`src/rtl/abs_pkg.sv`:
```
// Shared defaults and lane type for the abs_sign_pipe block.
package abs_pkg;

  localparam int DEF_WIDTH = 8;
  localparam int DEF_LANES = 4;
  localparam int DEF_CNT_W = 16;

  typedef logic signed [DEF_WIDTH-1:0] lane_t;

endpackage

```
`src/rtl/abs_lane.sv`:
```
// One lane of the magnitude datapath: sign split plus XOR before stage 1, increment and
// optional most-negative saturation (macro ABS_SAT_EN) after stage 1.
module abs_lane
  import abs_pkg::*;
#(
  parameter int WIDTH = DEF_WIDTH
) (
  input  logic signed [WIDTH-1:0] lane_i,
  output logic                    sign_o,
  output logic        [WIDTH-1:0] inv_o,
  input  logic        [WIDTH-1:0] inv_i,
  input  logic                    sign_i,
  output logic        [WIDTH-1:0] mag_o,
  output logic                    sat_o
);

  logic [WIDTH-1:0] sum;

  assign sign_o = lane_i[WIDTH-1];
  assign inv_o  = lane_i ^ {WIDTH{sign_o}};
  assign sum    = inv_i + {{(WIDTH-1){1'b0}}, sign_i};

`ifdef ABS_SAT_EN
  // Only the most-negative input can set the MSB after negation; clamp it to the max positive.
  logic ovf;
  assign ovf   = sign_i & sum[WIDTH-1];
  assign mag_o = ovf ? inv_i : sum;
  assign sat_o = ovf;
`else
  assign mag_o = sum;
  assign sat_o = 1'b0;
`endif

endmodule

```
`src/rtl/abs_sign_pipe.sv`:
```
// Two-stage per-lane absolute value with sign/saturation flags and a saturating negative-lane
// counter. Optional most-negative saturation is enabled by defining ABS_SAT_EN.
module abs_sign_pipe
  import abs_pkg::*;
#(
  parameter int WIDTH = DEF_WIDTH,
  parameter int LANES = DEF_LANES,
  parameter int CNT_W = DEF_CNT_W
) (
  input  logic                   clk,
  input  logic                   rst,
  input  logic                   in_valid,
  output logic                   in_ready,
  input  logic [LANES*WIDTH-1:0] in_data,
  output logic                   out_valid,
  input  logic                   out_ready,
  output logic [LANES*WIDTH-1:0] out_mag,
  output logic [LANES-1:0]       out_sign,
  output logic [LANES-1:0]       out_sat,
  input  logic                   cnt_clr,
  output logic [CNT_W-1:0]       neg_cnt
);

  localparam int PCW   = $clog2(LANES + 1);
  localparam int SUM_W = CNT_W + PCW + 1;

  function automatic logic [PCW-1:0] popcount(input logic [LANES-1:0] v);
    logic [PCW-1:0] c;
    c = '0;
    for (int i = 0; i < LANES; i++) c = c + PCW'(v[i]);
    return c;
  endfunction

  function automatic logic [CNT_W-1:0] sat_add(input logic [CNT_W-1:0] a,
                                               input logic [PCW-1:0]   b);
    logic [SUM_W-1:0] s;
    s = SUM_W'(a) + SUM_W'(b);
    if (s > SUM_W'({CNT_W{1'b1}})) return {CNT_W{1'b1}};
    return s[CNT_W-1:0];
  endfunction

  logic [LANES-1:0]       sign_p0;
  logic [LANES*WIDTH-1:0] inv_p0;

  logic                   vld_p1_q, vld_p1_d;
  logic [LANES-1:0]       sign_p1_q, sign_p1_d;
  logic [LANES*WIDTH-1:0] inv_p1_q, inv_p1_d;
  logic [LANES*WIDTH-1:0] mag_p1;
  logic [LANES-1:0]       sat_p1;

  logic                   vld_p2_q, vld_p2_d;
  logic [LANES*WIDTH-1:0] mag_p2_q, mag_p2_d;
  logic [LANES-1:0]       sign_p2_q, sign_p2_d;
  logic [LANES-1:0]       sat_p2_q, sat_p2_d;
  logic [CNT_W-1:0]       cnt_q, cnt_d;

  logic load_p1, load_p2, in_fire, out_fire;

  for (genvar g = 0; g < LANES; g++) begin : g_lane
    abs_lane #(.WIDTH(WIDTH)) u_lane (
      .lane_i (in_data[g*WIDTH +: WIDTH]),
      .sign_o (sign_p0[g]),
      .inv_o  (inv_p0[g*WIDTH +: WIDTH]),
      .inv_i  (inv_p1_q[g*WIDTH +: WIDTH]),
      .sign_i (sign_p1_q[g]),
      .mag_o  (mag_p1[g*WIDTH +: WIDTH]),
      .sat_o  (sat_p1[g])
    );
  end

  // A stage loads when empty or when its current contents leave on this edge.
  assign load_p2  = !vld_p2_q || out_ready;
  assign load_p1  = !vld_p1_q || load_p2;
  assign in_ready = load_p1;
  assign in_fire  = in_valid && load_p1;
  assign out_fire = vld_p2_q && out_ready;

  always_comb begin
    vld_p1_d  = vld_p1_q;
    sign_p1_d = sign_p1_q;
    inv_p1_d  = inv_p1_q;
    vld_p2_d  = vld_p2_q;
    mag_p2_d  = mag_p2_q;
    sign_p2_d = sign_p2_q;
    sat_p2_d  = sat_p2_q;
    cnt_d     = cnt_q;

    // Stage 0 -> 1: sign and conditionally inverted lane
    if (load_p1) vld_p1_d = in_valid;
    if (in_fire) begin
      sign_p1_d = sign_p0;
      inv_p1_d  = inv_p0;
    end

    // Stage 1 -> 2: add sign as increment, flag saturation
    if (load_p2) begin
      vld_p2_d = vld_p1_q;
      if (vld_p1_q) begin
        mag_p2_d  = mag_p1;
        sign_p2_d = sign_p1_q;
        sat_p2_d  = sat_p1;
      end
    end

    if (cnt_clr)       cnt_d = '0;
    else if (out_fire) cnt_d = sat_add(cnt_q, popcount(sign_p2_q));
  end

  always_ff @(posedge clk or posedge rst) begin
    if (rst) begin
      vld_p1_q  <= 1'b0;
      vld_p2_q  <= 1'b0;
      mag_p2_q  <= '0;
      sign_p2_q <= '0;
      sat_p2_q  <= '0;
      cnt_q     <= '0;
    end else begin
      vld_p1_q  <= vld_p1_d;
      vld_p2_q  <= vld_p2_d;
      mag_p2_q  <= mag_p2_d;
      sign_p2_q <= sign_p2_d;
      sat_p2_q  <= sat_p2_d;
      cnt_q     <= cnt_d;
    end
  end

  always_ff @(posedge clk) begin
    sign_p1_q <= sign_p1_d;
    inv_p1_q  <= inv_p1_d;
  end

  assign out_valid = vld_p2_q;
  assign out_mag   = mag_p2_q;
  assign out_sign  = sign_p2_q;
  assign out_sat   = sat_p2_q;
  assign neg_cnt   = cnt_q;

endmodule
```
`config.mk`:
```
export PLATFORM = sky130hd
export DESIGN_NAME = abs_sign_pipe
export DESIGN_NICKNAME = d
export VERILOG_FILES = /design/src/rtl/abs_pkg.sv /design/src/rtl/abs_lane.sv /design/src/rtl/abs_sign_pipe.sv
export SDC_FILE = /design/constraint.sdc
export NUM_CORES = 1
export LEC_CHECK = 0
export ABC_AREA = 1
export CAP_MARGIN = 20
export CORE_MARGIN = 1.5
export CORE_UTILIZATION = 56
export CTS_CLUSTER_DIAMETER = 30
export DETAILED_ROUTE_END_ITERATION = 10
export PLACE_DENSITY = 0.82
export SLEW_MARGIN = 10
export SYNTH_ARGS = -nofsm -noshare
export SYNTH_HDL_FRONTEND = slang
export SYNTH_HIERARCHICAL = 1
export SYNTH_SLANG_ARGS = --single-unit
```
`constraint.sdc`:
```
create_clock -name clk -period 3.9 [get_ports clk]
set_input_delay 0.585 -clock clk [delete_from_list [all_inputs] [get_ports clk]]
set_output_delay 0.585 -clock clk [all_outputs]
set_load 0.01 [all_outputs]
```
==> summary.md, run 1 <==
| Metric | Value |
|---|---|
| Number of antenna-violating nets in the routed design | `0` |
| Final core utilization | `0.7204` |
| Post-CTS Repair Setup Buffers | `0` |
| Via density per instance | `5.099` |
| Clock Sinks | `94` |
| Half-perimeter wire length after detailed placement | `6.610 mm` |
| Post-route design area | `between 5000 and 6000 um^2` |
| Path type of the worst setup path | `reg2reg` |
| Fin crit period | `2.687 ns` |
| Total routed wirelength | `9.351 mm` |
| Crit Reg-Reg Startpoint | `out_sign[0]$_DFFE_PP0P_` |
| Cell chosen for the clock root | `sky130_fd_sc_hd__clkbuf_8` |
| Worst Setup Slack post-DPL | `1.230 ns` |
| Site Rows | `33` |
| GRT Resource Usage Total | `0.2209` |
| Category of the worst setup path capture point | `flip-flop` |
| Type of element launching the critical path | `flip-flop` |
| Total inserted antenna cells | `0` |
| Worst hold margin | `0.4672 ns` |
| Num CTS Buffers | `9` |
| Required time at the endpoint of the critical path | `about 4.2 ns` |
| Overflow left after global routing | `0` |
| Unrepaired setup endpoints after global routing | `false` |
| Non-filler cells in the finished layout | `657` |
| Length in cells of the worst reg-to-reg path | `13` |
| Max Cap Violations | `0` |
| Wirelength per Cell | `14.23 um` |
| Leading cell type in the layout, fill and taps excluded | `sky130_fd_sc_hd__nand2_1` |
| Max Clock Skew | `between 0.01 and 0.015 ns` |
| Global route hottest layer | `met2` |
| Clock tree from TritonCTS | `yes` |
| Number of buffers added to fix hold violations after cts | `0` |
| Net total in the final layout | `between 500 and 600` |
| Global Route met3 Usage | `0.06699` |
| Clock tree buffer depth | `2` |
| Fill cells | `approximately 600` |
| Die boundary height | `about 95 um` |
| Met2 track demand over resource in global routing | `0.3762` |
| Clock edge transition at the registers on the reported setup and hold paths | `0.08 ns` |
| Via count of the first global-routing pass | `3302` |
| Die ar. | `around 9000 um^2` |
| Mapped Area | `4741 um^2` |
| Placed Instance Area | `5693 um^2` |
| Global routing usage on met1 | `0.2706` |
| Share of synthesized area occupied by flip-flops and latches | `0.5342` |
| Number of flip-flops and latches in the synthesized netlist | `94` |
| Multi-input combinational cell area | `1923 um^2` |
| Clock latency on the worst-skew pair | `0.35 ns` |
| Maximum level of the CTS H-tree | `3` |
| Share of final-layout standard cells stronger than drive strength 1 | `0.1268` |
| Final Hold Fails | `0` |
| Wire length of the first global-routing pass | `~15 mm` |
| Critical register-to-register path endpoint | `neg_cnt[5]$_DFFE_PP0P_` |
| Maximum operating frequency | `around 370 MHz` |
| Number of iterations in the first detailed-routing pass | `4` |
| Lkg Pwr | `2.568 nW` |
| WP data arrival | `2.97 ns` |
| Placed cells | `640` |
| Quantity of I/O buffers inserted on ports | `94` |
| Initial core utilization | `0.5770` |
| Share of the clock period used by the worst path | `0.6891` |
| Number of pins with negative max-slew slack in the final report | `0` |
| Headroom to the max-slew limit | `0.2975` |
| Final critical-path setup slack | `about 1.2 ns` |
| YS warnings | `6` |
| R2R Setup Slk | `around 1.2 ns` |
| Die X | `between 90 and 100 um` |
| Measured slew at the worst slew-check pin | `1.050 ns` |
| Total design power | `2.877 mW` |
| Class of the tightest hold or removal check | `in2async` |
| Mean Syn Cell Area | `10.37 um^2` |
| Routability cong. | `0.8672` |
| Number of DRC violations after detailed routing | `0` |
| Floorplan Core Area | `8217 um^2` |
| Number of antenna violations at the first check in global routing | `0` |
| Yosys cell types | `31` |
| Total via count in the routed design | `roughly 3400` |
| Worst supply voltage drop on vdd | `366.8 uV` |
| Post-cts resize count | `0` |
| Top library cells by usage in the layout, fill and taps aside | `sky130_fd_sc_hd__nand2_1, sky130_fd_sc_hd__clkdlybuf4s50_1, sky130_fd_sc_hd__dfrtp_1` |
| Max FO, Critical Path | `14` |
| Count of final setup violators | `0` |
| Largest net degree at the start of global routing | `46` |
| Relative area change from synthesis to final layout | `24.86%` |
| Ports | `95` |
| Initial detailed-routing violation count | `119` |
| Gate count after technology mapping | `between 400 and 500` |
| Sequential cell area | `between 2000 and 3000 um^2` |
| Power per cell area | `486.0 nW/um^2` |
| Summed negative setup slack over all endpoints | `0 ns` |
| Outcome | `finished, final reports clean` |
## area by class of cell
class	count	share of cell area
clock buffers	11	0.02219
clock inverters	5	0.01268
inverters	38	0.02410
multi-input cells	306	0.3249
flip-flops and latches	94	0.4278
well taps	105	0.02219
repair buffers	98	0.1661
## metal layers
layer	vias up	wire [um]
met4	0	107
met2	84	4817
met5	-	0
met1	1610	3944
met3	10	481
li1	1646	-
## state kept, by name, indices dropped and copies added, names as in the netlist
| register | count |
|---|---|
| out_valid | 1 |
| vld_p1_q | 1 |
| out_sign | 4 |
| out_sat | 4 |
| neg_cnt | 16 |
| out_mag | 32 |
| sign_p1_q | 4 |
| inv_p1_q | 32 |
## synth_stat cells, drive strengths merged
master | count | area [um^2]
a21oi | 1 | 5.000
buf | 22 | 156.4
clkbuf | 1 | 3.750
conb | 4 | 15.01
dfrtp | 58 | 1451
edfxtp | 36 | 1081
fa | 3 | 60.06
ha | 9 | 112.6
inv | 38 | 142.6
mux2 | 39 | 439.2
nand2 | 117 | 441.7
nand3 | 28 | 170.2
nand3b | 2 | 15.01
nand4 | 3 | 18.77
nor2 | 30 | 120.1
nor3 | 1 | 5.000
o211ai | 3 | 22.52
o21ai | 18 | 97.60
o21bai | 1 | 7.510
o31ai | 1 | 7.510
xnor2 | 9 | 78.83
xor2 | 33 | 289.0
## worst max-delay path by stage
stage                             from                       to  cells past startpoint
6_report       out_sign[0]$_DFFE_PP0P_   neg_cnt[5]$_DFFE_PP0P_                     13
3_3_place_gp   out_sign[0]$_DFFE_PP0P_  neg_cnt[15]$_DFFE_PP0P_                     13
5_1_grt        out_sign[0]$_DFFE_PP0P_   neg_cnt[5]$_DFFE_PP0P_                     13
4_1_cts        out_sign[0]$_DFFE_PP0P_   neg_cnt[1]$_DFFE_PP0P_                     13
2_1_floorplan  out_sign[0]$_DFFE_PP0P_   neg_cnt[5]$_DFFE_PP0P_                     14
3_5_place_dp   out_sign[0]$_DFFE_PP0P_  neg_cnt[13]$_DFFE_PP0P_                     13
## worst max-delay path, cell delays in order (launching register included)
cell                      delay (ns)
sky130_fd_sc_hd__dfrtp_1        0.41
sky130_fd_sc_hd__fa_1           0.54
sky130_fd_sc_hd__inv_1          0.05
sky130_fd_sc_hd__fa_1           0.34
sky130_fd_sc_hd__inv_1          0.10
sky130_fd_sc_hd__fa_1           0.22
sky130_fd_sc_hd__nand2_2        0.06
sky130_fd_sc_hd__inv_2          0.10
sky130_fd_sc_hd__nand3_4        0.11
sky130_fd_sc_hd__nor2_4         0.17
sky130_fd_sc_hd__nand3_4        0.20
sky130_fd_sc_hd__o21ai_1        0.15
sky130_fd_sc_hd__nand2_1        0.06
sky130_fd_sc_hd__nand2_1        0.08
## report_power, final
part	internal, mW	leakage (nW)	switching (mW)
Clock	0.359	0.107	0.318
Sequential	1.22	1.06	0.126
Combinational	0.487	1.40	0.364
Total	2.07	2.57	0.808
## kinds of logic after synthesis
group | synth area share
compound gates | 0.02956
xor+xnor | 0.07759
fa+ha+maj | 0.03642
buf+inv | 0.06387
flops | 0.5342
mux | 0.09264
other cells | 0.003166
simple gates | 0.1626
No activity file was read; power rests on OpenSTA's default activity.
==> run 2: changes to the inputs <==
- CORE_UTILIZATION: 56 -> 52
- PLACE_DENSITY: 0.82 -> 0.77
- clock period: 3.9 -> 2.5 ns (I/O delays scaled with it)
==> run 2 against run 1 <==
The run now ends with setup timing left; cell count increased by 2.0%; sequential share of layout area fell by 0.95 points; sequential power grew 56%; clock skew fell by 0.0019 ns; sequential cell count did not move; power increased by 58%; worst setup slack lost 1.2 ns; non-clock buffer count rose by 9; critical path depth unchanged; wire length increased by 2.4%; largest cell class unchanged.
==> summary.md, run 2 (synthesis results as in run 1) <==
| Metric | Value |
|---|---|
| Number of buffers added to fix hold violations after cts | `0` |
| Number of antenna violations at the first check in global routing | `0` |
| Share of the clock period used by the worst path | `1.012` |
| Failing checks | `setup timing` |
| Max FO, Critical Path | `7` |
| Max Clock Skew | `0.01043 ns` |
| Power per cell area | `749.3 nW/um^2` |
| Initial core utilization | `0.5410` |
| Class of the tightest hold or removal check | `in2async` |
| Clock Sinks | `94` |
| Wire length of the first global-routing pass | `15.88 mm` |
| Summed negative setup slack over all endpoints | `-0.1646 ns` |
| Cell chosen for the clock root | `sky130_fd_sc_hd__clkbuf_8` |
| Category of the worst setup path capture point | `flip-flop` |
| Worst Setup Slack post-DPL | `-0.03874 ns` |
| Clock edge transition at the registers on the reported setup and hold paths | `around 0.1 ns` |
| Half-perimeter wire length after detailed placement | `6.870 mm` |
| WP data arrival | `2.82 ns` |
| Clock tree from TritonCTS | `yes` |
| Maximum operating frequency | `395.2 MHz` |
| Die boundary height | `98.48 um` |
| Share of final-layout standard cells stronger than drive strength 1 | `0.1690` |
| Number of antenna-violating nets in the routed design | `0` |
| Final critical-path setup slack | `-0.03046 ns` |
| Number of pins with negative max-slew slack in the final report | `0` |
| Total routed wirelength | `9.576 mm` |
| Max Cap Violations | `0` |
| Num CTS Buffers | `9` |
| Required time at the endpoint of the critical path | `2.79 ns` |
| Path type of the worst setup path | `reg2reg` |
| Top library cells by usage in the layout, fill and taps aside | `sky130_fd_sc_hd__nand2_1, sky130_fd_sc_hd__clkdlybuf4s50_1, sky130_fd_sc_hd__dfrtp_1` |
| Fill cells | `665` |
| Type of element launching the critical path | `flip-flop` |
| Net total in the final layout | `around 610` |
| Via density per instance | `5.033` |
| Maximum level of the CTS H-tree | `3` |
| Number of iterations in the first detailed-routing pass | `4` |
| Die ar. | `9698 um^2` |
| Quantity of I/O buffers inserted on ports | `94` |
| Clock tree buffer depth | `2` |
| Clock latency on the worst-skew pair | `0.36 ns` |
| Final Hold Fails | `0` |
| Headroom to the max-slew limit | `0.5720` |
| Total via count in the routed design | `approximately 3400` |
| Floorplan Core Area | `8763 um^2` |
| Site Rows | `34` |
| Total inserted antenna cells | `0` |
| Post-route design area | `6055 um^2` |
| Outcome | `finished, violations left` |
| Via count of the first global-routing pass | `approximately 3400` |
| Overflow left after global routing | `0` |
| Lkg Pwr | `2.645 nW` |
| Number of DRC violations after detailed routing | `0` |
| Routability cong. | `0.8575` |
| Worst supply voltage drop on vdd | `433.4 uV` |
| Die X | `98.48 um` |
| Measured slew at the worst slew-check pin | `0.6410 ns` |
| Ports | `95` |
| Fin crit period | `~2.5 ns` |
| Relative area change from synthesis to final layout | `27.71%` |
| Count of final setup violators | `10` |
| Initial detailed-routing violation count | `116` |
| GRT Resource Usage Total | `0.2078` |
| Wirelength per Cell | `14.29 um` |
| Unrepaired setup endpoints after global routing | `true` |
| Leading cell type in the layout, fill and taps excluded | `sky130_fd_sc_hd__nand2_1` |
| Placed Instance Area | `5779 um^2` |
| Largest net degree at the start of global routing | `37` |
## run 2: changes by cell type in the layout (fill, tap and decap cells not counted), sizes merged
cell / before / now
clkinvlp: 0 / 1
clkinv: 3 / 4
inv: 38 / 39
nand3: 28 / 29
buf: 4 / 13
clkbuf: 11 / 9
bufinv: 2 / 1
## run 2: where the power goes
part / leakage, nW / total (mW) / internal, mW / switching (mW)
Combinational: 1.49 / 1.42 / 0.825 / 0.594
Sequential: 1.06 / 2.10 / 1.91 / 0.193
Clock: 0.0996 / 1.02 / 0.466 / 0.551
Total: 2.65 / 4.54 / 3.20 / 1.34
## run 2: final timing paths
check	end	slack, ns	cells past startpoint	startpoint
setup / recovery	neg_cnt[3]$_DFFE_PP0P_	-0.03	13	out_sign[0]$_DFFE_PP0P_
hold / removal	vld_p1_q$_DFFE_PP0N_	0.40	2	rst
setup reg to reg	neg_cnt[3]$_DFFE_PP0P_	-0.03	13	out_sign[0]$_DFFE_PP0P_
hold reg to reg	out_mag[1]$_DFFE_PP0P_	0.51	1	out_mag[1]$_DFFE_PP0P_
max in group asynchronous	out_mag[7]$_DFFE_PP0P_	1.42	3	rst
min in group clk	out_mag[1]$_DFFE_PP0P_	0.51	1	out_mag[1]$_DFFE_PP0P_
## run 2: metrics by stage
stage | utilization | hold slack, ns | instances | total power [mW]
5_1_grt | 0.6909 | 0.4532 | 670 | 4.803
6_report | 0.6909 | 0.4004 | 670 | 4.537
2_1_floorplan | - | 0.4871 | 461 | 2.798
4_1_cts | 0.6840 | 0.4206 | 667 | 4.549
3_5_place_dp | 0.6595 | 0.4938 | 650 | 3.524
3_3_place_gp | 0.6595 | 0.4885 | 650 | 3.477
## run 2: what timing repair did
action	in CTS	in global routing
gates cloned	1	0
endpoints found under the hold margin	0	0
resized for setup	1	10
endpoints found under the setup margin	13	16
setup buffers	0	3
pin swaps	1	7
## run 2: cell type report
type | instances | area [um^2] | share of cell area
inverters | 38 | 142.6 | 0.02356
repair buffers | 107 | 1064 | 0.1757
multi-input cells | 307 | 1983 | 0.3275
clock buffers | 9 | 123.9 | 0.02046
flip-flops and latches | 94 | 2532 | 0.4183
well taps | 108 | 135.1 | 0.02232
clock inverters | 7 | 73.82 | 0.01219
## run 2: worst max-delay path, cell delays in order (launching register included)
cell and delay [ns]:
sky130_fd_sc_hd__dfrtp_1 0.41, sky130_fd_sc_hd__fa_1 0.55, sky130_fd_sc_hd__inv_2 0.04, sky130_fd_sc_hd__fa_2 0.33, sky130_fd_sc_hd__inv_2 0.08, sky130_fd_sc_hd__fa_2 0.21, sky130_fd_sc_hd__nand2_2 0.06, sky130_fd_sc_hd__inv_2 0.08
sky130_fd_sc_hd__nand3_4 0.07, sky130_fd_sc_hd__nor2_4 0.22, sky130_fd_sc_hd__nand3_4 0.17, sky130_fd_sc_hd__o21ai_1 0.12, sky130_fd_sc_hd__nand2_1 0.06, sky130_fd_sc_hd__nand2_1 0.06
## run 2: metal layers
metal	up-vias	wire length [um]	share of wire	global-route usage
met4	0	150	0.016	0.07692
met3	14	580	0.061	0.06170
li1	1666	-	-	-
met1	1600	3892	0.41	0.2467
met2	92	4954	0.52	0.3583
met5	-	0	0	0
